==> config.mk <==
export PLATFORM = sky130hd
export DESIGN_NAME = fetch
export DESIGN_NICKNAME = d
export VERILOG_FILES = /design/src/rtl/gcttt_pkg.sv /design/src/rtl/fetch_skid_buf.sv /design/src/rtl/fetch.sv
export SDC_FILE = /design/constraint.sdc
export NUM_CORES = 1
export LEC_CHECK = 0
export ABC_AREA = 1
export CAP_MARGIN = 25
export CORE_MARGIN = 2
export CORE_UTILIZATION = 31
export CTS_CLUSTER_DIAMETER = 120
export DETAILED_ROUTE_END_ITERATION = 16
export PLACE_DENSITY_LB_ADDON = 0.08
export SLEW_MARGIN = 40
export SYNTH_ARGS = -nofsm -noshare
export SYNTH_HDL_FRONTEND = slang
export SYNTH_HIERARCHICAL = 1
export SYNTH_SLANG_ARGS = --single-unit
==> constraint.sdc <==
create_clock -name clk -period 2.65 [get_ports clk]
set_clock_uncertainty 0.2 [all_clocks]
set_input_delay 0.265 -clock clk [delete_from_list [all_inputs] [get_ports clk]]
set_output_delay 0.265 -clock clk [all_outputs]
set_load 0.03 [all_outputs]
==> src/rtl/gcttt_pkg.sv <==
// Shared widths, defaults and the fetch-entry type used by the fetch unit.
package gcttt_pkg;

    localparam int PC_W   = 16;
    localparam int INST_W = 16;
    localparam int OPC_W  = 4;

    localparam logic [OPC_W-1:0] OPC_HALT         = 4'hF;
    localparam logic [PC_W-1:0]  RESET_PC_DEFAULT = 16'h0000;

    typedef struct packed {
        logic [INST_W-1:0] inst;
        logic [PC_W-1:0]   pc;
    } fetch_entry_t;

endpackage

==> src/rtl/fetch_skid_buf.sv <==
// Two-entry fetch buffer: OUT register presented to decode plus one skid entry.
module fetch_skid_buf
    import gcttt_pkg::*;
(
    input  logic         clk,
    input  logic         rst_n,
    input  logic         push,
    input  fetch_entry_t push_entry,
    input  logic         pop,
    input  logic         flush,
    output logic         out_valid,
    output fetch_entry_t out_entry,
    output logic         skid_valid
);

    fetch_entry_t skid_entry;

    always_ff @(posedge clk or negedge rst_n) begin
        if (!rst_n) begin
            out_valid  <= 1'b0;
            skid_valid <= 1'b0;
            out_entry  <= '0;
            skid_entry <= '0;
        end else if (flush) begin
            out_valid  <= 1'b0;
            skid_valid <= 1'b0;
        end else if (!out_valid || pop) begin
            // OUT is free this edge: the older skid entry takes priority over new data
            if (skid_valid) begin
                out_entry  <= skid_entry;
                out_valid  <= 1'b1;
                skid_valid <= push;
                if (push) begin
                    skid_entry <= push_entry;
                end
            end else begin
                out_valid <= push;
                if (push) begin
                    out_entry <= push_entry;
                end
            end
        end else if (push) begin
            skid_valid <= 1'b1;
            skid_entry <= push_entry;
        end
    end

endmodule

==> src/rtl/fetch.sv <==
// Instruction fetch unit with a two-entry output buffer and redirect handling.
// Optional halt-on-opcode behaviour is built when FETCH_HALT_EN is defined.
module fetch
    import gcttt_pkg::*;
#(
    parameter logic [PC_W-1:0]  RESET_PC    = RESET_PC_DEFAULT,
    parameter logic [OPC_W-1:0] HALT_OPCODE = OPC_HALT
) (
    input  logic              clk,
    input  logic              rst_n,
    output logic              imem_req,
    output logic [PC_W-1:0]   imem_addr,
    input  logic              imem_rvalid,
    input  logic [INST_W-1:0] imem_rdata,
    input  logic              id_stall,
    input  logic              redirect_valid,
    input  logic [PC_W-1:0]   redirect_pc,
    output logic              if_valid,
    output logic [INST_W-1:0] if_inst,
    output logic [PC_W-1:0]   if_pc,
    output logic [PC_W-1:0]   if_pc_plus2,
    output logic              halted
);

    logic [PC_W-1:0] fetch_pc;
    logic            inflight;
    logic            out_valid;
    logic            skid_valid;
    fetch_entry_t    out_entry;
    fetch_entry_t    push_entry;
    logic            push;
    logic            pop;
    logic [1:0]      occupancy;
    logic [1:0]      occupancy_after_pop;
    logic            drop_q;

`ifdef FETCH_HALT_EN
    logic halted_q;
    logic halt_hit;

    assign halt_hit = push && (imem_rdata[INST_W-1 -: OPC_W] == HALT_OPCODE);
    assign halted   = halted_q;

    // A request issued in the same cycle the halt word arrives must not be delivered.
    always_ff @(posedge clk or negedge rst_n) begin
        if (!rst_n) begin
            halted_q <= 1'b0;
            drop_q   <= 1'b0;
        end else begin
            if (redirect_valid) begin
                halted_q <= 1'b0;
            end else if (halt_hit) begin
                halted_q <= 1'b1;
            end
            drop_q <= (drop_q && !(imem_rvalid && inflight)) || (halt_hit && imem_req);
        end
    end
`else
    assign drop_q = 1'b0;
    assign halted = 1'b0;
`endif

    // Requests are never issued during a redirect, so the only response that can be
    // outstanding at redirect time arrives in that same cycle and is gated here.
    assign push = imem_rvalid && inflight && !drop_q && !redirect_valid;
    assign pop  = out_valid && !id_stall;

    assign push_entry.inst = imem_rdata;
    assign push_entry.pc   = fetch_pc - PC_W'(2);

    assign occupancy           = 2'(out_valid) + 2'(skid_valid) + 2'(inflight);
    assign occupancy_after_pop = occupancy - 2'(pop);

    assign imem_req  = rst_n && !redirect_valid && !halted && (occupancy_after_pop < 2'd2);
    assign imem_addr = fetch_pc;

    always_ff @(posedge clk or negedge rst_n) begin
        if (!rst_n) begin
            fetch_pc <= RESET_PC;
            inflight <= 1'b0;
        end else begin
            inflight <= imem_req;
            if (redirect_valid) begin
                fetch_pc <= redirect_pc;
            end else if (imem_req) begin
                fetch_pc <= fetch_pc + PC_W'(2);
            end
        end
    end

    fetch_skid_buf u_buf (
        .clk        (clk),
        .rst_n      (rst_n),
        .push       (push),
        .push_entry (push_entry),
        .pop        (pop),
        .flush      (redirect_valid),
        .out_valid  (out_valid),
        .out_entry  (out_entry),
        .skid_valid (skid_valid)
    );

    assign if_valid    = out_valid;
    assign if_inst     = out_entry.inst;
    assign if_pc       = out_entry.pc;
    assign if_pc_plus2 = out_entry.pc + PC_W'(2);

endmodule

Word-level counts from Yosys, hierarchy flattened
Index checks and enable logic that the tools add are counted.
{"block": "word_totals", "register_bits": 83, "input_bits": 37, "output_inout_bits": 67, "word_cells": 46}
{"block": "classes", "addsub": 6, "n_lt_le_gt_ge": 1, "n_eq_ne": 1, "muxes": 14, "bitwise_logic": 1, "n_reduce_logical": 15}
{"op": "two-way mux 32 bit", "count": 5}
{"op": "adder 16 x 2 -> 16 bit, second input constant", "count": 2}
{"op": "two-way mux 16 bit", "count": 2}
{"op": "subtractor 16 x 2 -> 16 bit, second input constant", "count": 1}
{"op": "two-way mux 1 bit", "count": 7}
{"op": "nonzero test 2 bit", "count": 3}
{"op": "logical AND 1 bit", "count": 5}
{"op": "logical NOT 1 bit", "count": 3}
{"op": "AND reduction 3 bit", "count": 1}
{"op": "nonzero test 3 bit", "count": 1}
{"op": "adder 1 x 1 -> 2 bit", "count": 1}
{"op": "adder 2 x 1 -> 2 bit", "count": 1}
{"op": "< comparator 2 bit, second input constant", "count": 1}
{"op": "!= test 2 x 1 -> 1 bit, second input constant", "count": 1}
{"op": "AND reduction 2 bit", "count": 1}
{"op": "subtractor 2 x 1 -> 2 bit", "count": 1}
{"op": "logical OR 1 bit", "count": 1}
{"op": "inverter 1 bit", "count": 1}

Depth between registers and ports, before layout
{"block": "logic_depth", "word_depth": 7, "ltp_mapped": 14}

Modules after synthesis
Netlist, hierarchy kept.
{"module": "fetch_skid_buf", "instances": 1, "cells_per_inst": 395, "area_per_inst_um2": 3032.9, "seq_area_each_um2": 1651.6}
{"module": "fetch", "instances": 1, "cells_per_inst": 300, "area_per_inst_um2": 1906.8, "seq_area_each_um2": 425.4}

Worst setup path before layout
Ideal clock, no wire load.
{"block": "synth_path", "path_type": "register to output", "startpoint": "register u_buf.out_valid", "endpoint": "output port imem_req", "arrival_ps": 1754, "t_required_ps": 2185, "path_slack_ps": 431, "stages_incl_launch_ff": 12, "n_path_buf": 1, "path_cell_list": "dfrtp_1 -> inv_1 -> nor2_1 -> ha_1 -> inv_1 -> ha_1 -> nand2_1 -> nand2_1 -> nand2_1 -> nand3_2 -> inv_2 -> buf_6"}
{"block": "synth_between", "word_cells_on_any_way": 6, "cone_classes": "3 x add/sub; 1 x order compare; 2 x reduce/logical"}
{"item": "start, declared", "line_no": "fetch_skid_buf.sv:11", "text": "output logic out_valid,"}
{"item": "start signal, assigned", "line_no": "fetch_skid_buf.sv:37", "text": "out_valid <= push;"}
{"item": "logical AND 1 bit", "line_no": "fetch.sv:66", "text": "assign pop = out_valid && !id_stall;"}
{"item": "net pop", "line_no": "fetch.sv:32", "text": "logic pop;"}
{"item": "subtractor 2 x 1 -> 2 bit", "line_no": "fetch.sv:72", "text": "assign occupancy_after_pop = occupancy - 2'(pop);"}
{"item": "< comparator 2 bit", "line_no": "fetch.sv:74", "text": "assign imem_req = rst_n && !redirect_valid && !halted && (occupancy_after_pop < 2'd2);"}
{"item": "logical AND 1 bit", "line_no": "fetch.sv:74"}
{"item": "end, declared", "line_no": "fetch.sv:11", "text": "output logic imem_req,"}
The timed path passes the listed nets, and every way through them passes these cells.

Worst setup path in the final report
Same ends and word-level chain as after synthesis.

==> results.md <==
* Die Width at 130 µm
* # IOs at about 100
* Drt drc at 0
* Clk_lat worst skew at 350 ps
* Syn Nets at 737
* WP data arrival at 2090 ps
* Mapped cell area at between 0.004 and 0.005 mm²
* Drt first pass iters at 4
* Synth area leader: dfrtp_1
* Clock buffer count from CTS at 9
* Wirelength, routed at 14.0 mm
* Die height at 130 µm
* Routed Antenna Nets at 0
* Crit path max-delay family: adder cells
* F_max at slightly below 0.4 GHz
* Hold WS at 141 ps
* Register area share after synthesis at 42.0%
* Vias in the first global route at 4551
* Clock transition at the registers of the reported paths at 60 ps
* Synth cell count leaders: 316 x nand2_1, 115 x nand3_1, 83 x dfrtp_1
* Initial core utilization at about a third
* Register Area at 0.00208 mm²
* Vias per inst at 4.60
* Dpl cells at 989
* Synth area leaders: dfrtp_1 42%, nand2_1 24%, nand3_1 12%, xor2_1 3.7%, inv_1 2.7%
* Least-Margin Pin Slew at 682 ps
* Max cap viols at 0
* Slew headroom at 54.4%
* Multi-input logic area at 0.00247 mm²
* Reg-to-reg critical path startpoint: u_buf/out_valid$_DFFE_PN0P_
* FILL cells at 1674
* P&R area growth vs syn at 31.4%
* Ant. Diodes at 0
* DPL Wire Length at 9.78 mm
* Clock power share at 29.9%
* Row Count at 46
* Critical path startpoint category: register
* Final TNS setup at 0 ps
* Hold Violations, Final at 0
* Total GRT Usage at 17.3%
* Ys async rst share at 100%
* R2R depth at 13
* Routed via count at 4636
* Full die area at 0.0170 mm²
* Final setup viols at 0
* Unrepaired setup endpoints after global routing: false
* PD cells at 733 mW/mm²
* Remaining global-route overflow at 0
* Post-synth EDFFs at 0
* H-tree level count at 3
* Final min period at 2560 ps
* P_int at 2990 µW
* Most frequent cell on the critical path: nand2_1
* Port-buffer cells at 102
* CTS tree: built
* Yosys top cell area share at 42.0%
* Top-count cell post-synth: nand2_1
* Clk sinks at 83
* Initial DRC count at 285
* Sequential share of power at between 30% and 40%
* Avg WL per Cell at 13.9 µm
* Final Max Slew Viols at 0
* First-pass GRT wire length at around 23 mm
* CTS Buffer Depth at 2
* Largest net degree at the start of global routing at 65
* WP buf/inv at 4
* P_leak at roughly 0.0033 µW
* Initial antenna violation count at 0
* CORE AREA at 0.0157 mm²
* Setup crit end kind: primary output
* Nets@finish at 829
* Gate Count Post-Synth at 695
* Primary FF master, synth: dfrtp_1
* Crit Path Class: register to primary output
* Post-synthesis register bit count at 83
* Layout cells sized above 1 at 9.09%
* Crit Path Max Fanout at 8
* Outcome: finished clean
* CTS root buf: clkbuf_16
* Required time of the critical path at 2180 ps
* Period Utilization, post-route at 96.5%
* Combinational Power Share at 34.8%
* R2R Setup Slk at 400 ps
* Worst Hold Class: primary input to async pin
* CP peak stage delay at between 400 and 500 ps
* Stages on the worst setup path at 11
* R2r endpoint: imem_addr[4]$_DFFE_PN0P_
* Final GP Congestion at 0.823
* CP cell instances: inv_1 > nor2_2 > ha_1 > inv_1 > ha_1 > nand2_1 > nand2_1 > nand2_1 > nand3_4 > inv_2 > buf_4
* Max stage delay cell, worst path: dfrtp_1
* NetSw at 1760 µW
* Synth unique cells at 26
* Non-Filler Instances at 1008
* Utilization after layout at 41.3%
* Sw Ratio at 37.1%
* Peak VDD IR at 373 µV
* Yosys warning count at 6
* Synth Area per Inst at 7.11 µm²
flip-flops by register name (all words and copies together), names as in the netlist:
name,count
u_buf/out_entry,32
u_buf/skid_entry,32
imem_addr,16
inflight,1
u_buf/out_valid,1
u_buf/skid_valid,1
logic make-up (layout without fill, tap and decap cells):
kind of cell / Yosys count / count (layout) / synth area share [%]
flops: 83 / 83 / 42.0
buf+inv: 84 / 181 / 8.21
fa+ha+maj: 5 / 5 / 1.27
other cells: 1 / 1 / 0.0759
compound gates: 2 / 2 / 0.203
simple gates: 495 / 495 / 43.8
xor+xnor: 25 / 25 / 4.43
power by group through the flow:
stage	sequential, µW	combinational [µW]	clock [µW]
floorplan	1960	704	0
global placement	1700	1670	0
detailed placement	1700	1680	0
CTS	1680	1670	1470
global route	1720	1790	1520
finish	1680	1660	1420
through the flow:
step | worst slack [ps] | total power [µW] | area (µm²)
CTS | 34.5 | 4820 | 6460
global placement | 121 | 3370 | 6110
detailed placement | 97.7 | 3380 | 6120
floorplan | 431 | 2670 | 4940
global route | 1.29 | 5030 | 6490
finish | 92.9 | 4760 | 6490
how the worst max path moves through the flow:
stage / start / to / slack [ps]
2_1_floorplan: u_buf/out_valid$_DFFE_PN0P_ / imem_req / 430
3_3_place_gp: id_stall / imem_addr[3]$_DFFE_PN0P_ / 120
3_5_place_dp: id_stall / imem_addr[4]$_DFFE_PN0P_ / 100
4_1_cts: u_buf/out_entry[5]$_DFFE_PN0P_ / if_pc_plus2[12] / 30
5_1_grt: u_buf/out_valid$_DFFE_PN0P_ / imem_req / 1
6_report: u_buf/out_valid$_DFFE_PN0P_ / imem_req / 90
placed cells by master (no fill, tap or decap), types with 3 or more instances in the layout:
cell type / instances
dlymetal6s2s_1: 4
dlygate4sd2_1: 6
ha_1: 5
inv_1: 36
clkdlybuf4s50_1: 90
nor2_1: 24
nor2_4: 3
xnor2_1: 4
dfrtp_1: 83
nand3_2: 5
xor2_1: 21
nand2_1: 316
nor3_2: 4
nand4_1: 7
buf_4: 17
inv_2: 9
nor3_1: 4
nand3_1: 115
nand2_2: 5
nor2_2: 8
clkbuf_16: 9
layer usage:
layer	share of wire, %	global-route usage [%]	vias to the layer above
li1	-	-	2359
met1	48	24.3	2133
met2	45	27.1	129
met3	4.8	2.30	15
met4	1.9	6.83	0
met5	0	0	-
timing repair:
action,CTS,global route
hold buffers,1,0
endpoints found under the setup margin,7,5
setup buffers,0,2
resized for setup,7,5
endpoints found under the hold margin,19,0
worst reg2reg max path, cell delays in order (launching register included):
cell     delay, ps
dfrtp_1        410
inv_1           80
nor2_2          40
ha_1           270
inv_1           40
ha_1           260
nand2_1         80
nand2_1         50
nand2_1        100
nand3_4        140
inv_2          120
buf_4          210
nand3_1        100
nand3_1         90
cell type report:
type | count | share of cell area [%]
multi-input combinational | 528 | 38.0
sequential | 83 | 32.0
timing repair buffer | 120 | 18.1
tap | 216 | 4.16
clock buffer | 11 | 3.89
inverter | 45 | 2.60
clock inverter | 5 | 1.29
Note: power is estimated with default switching activity, not from simulation.
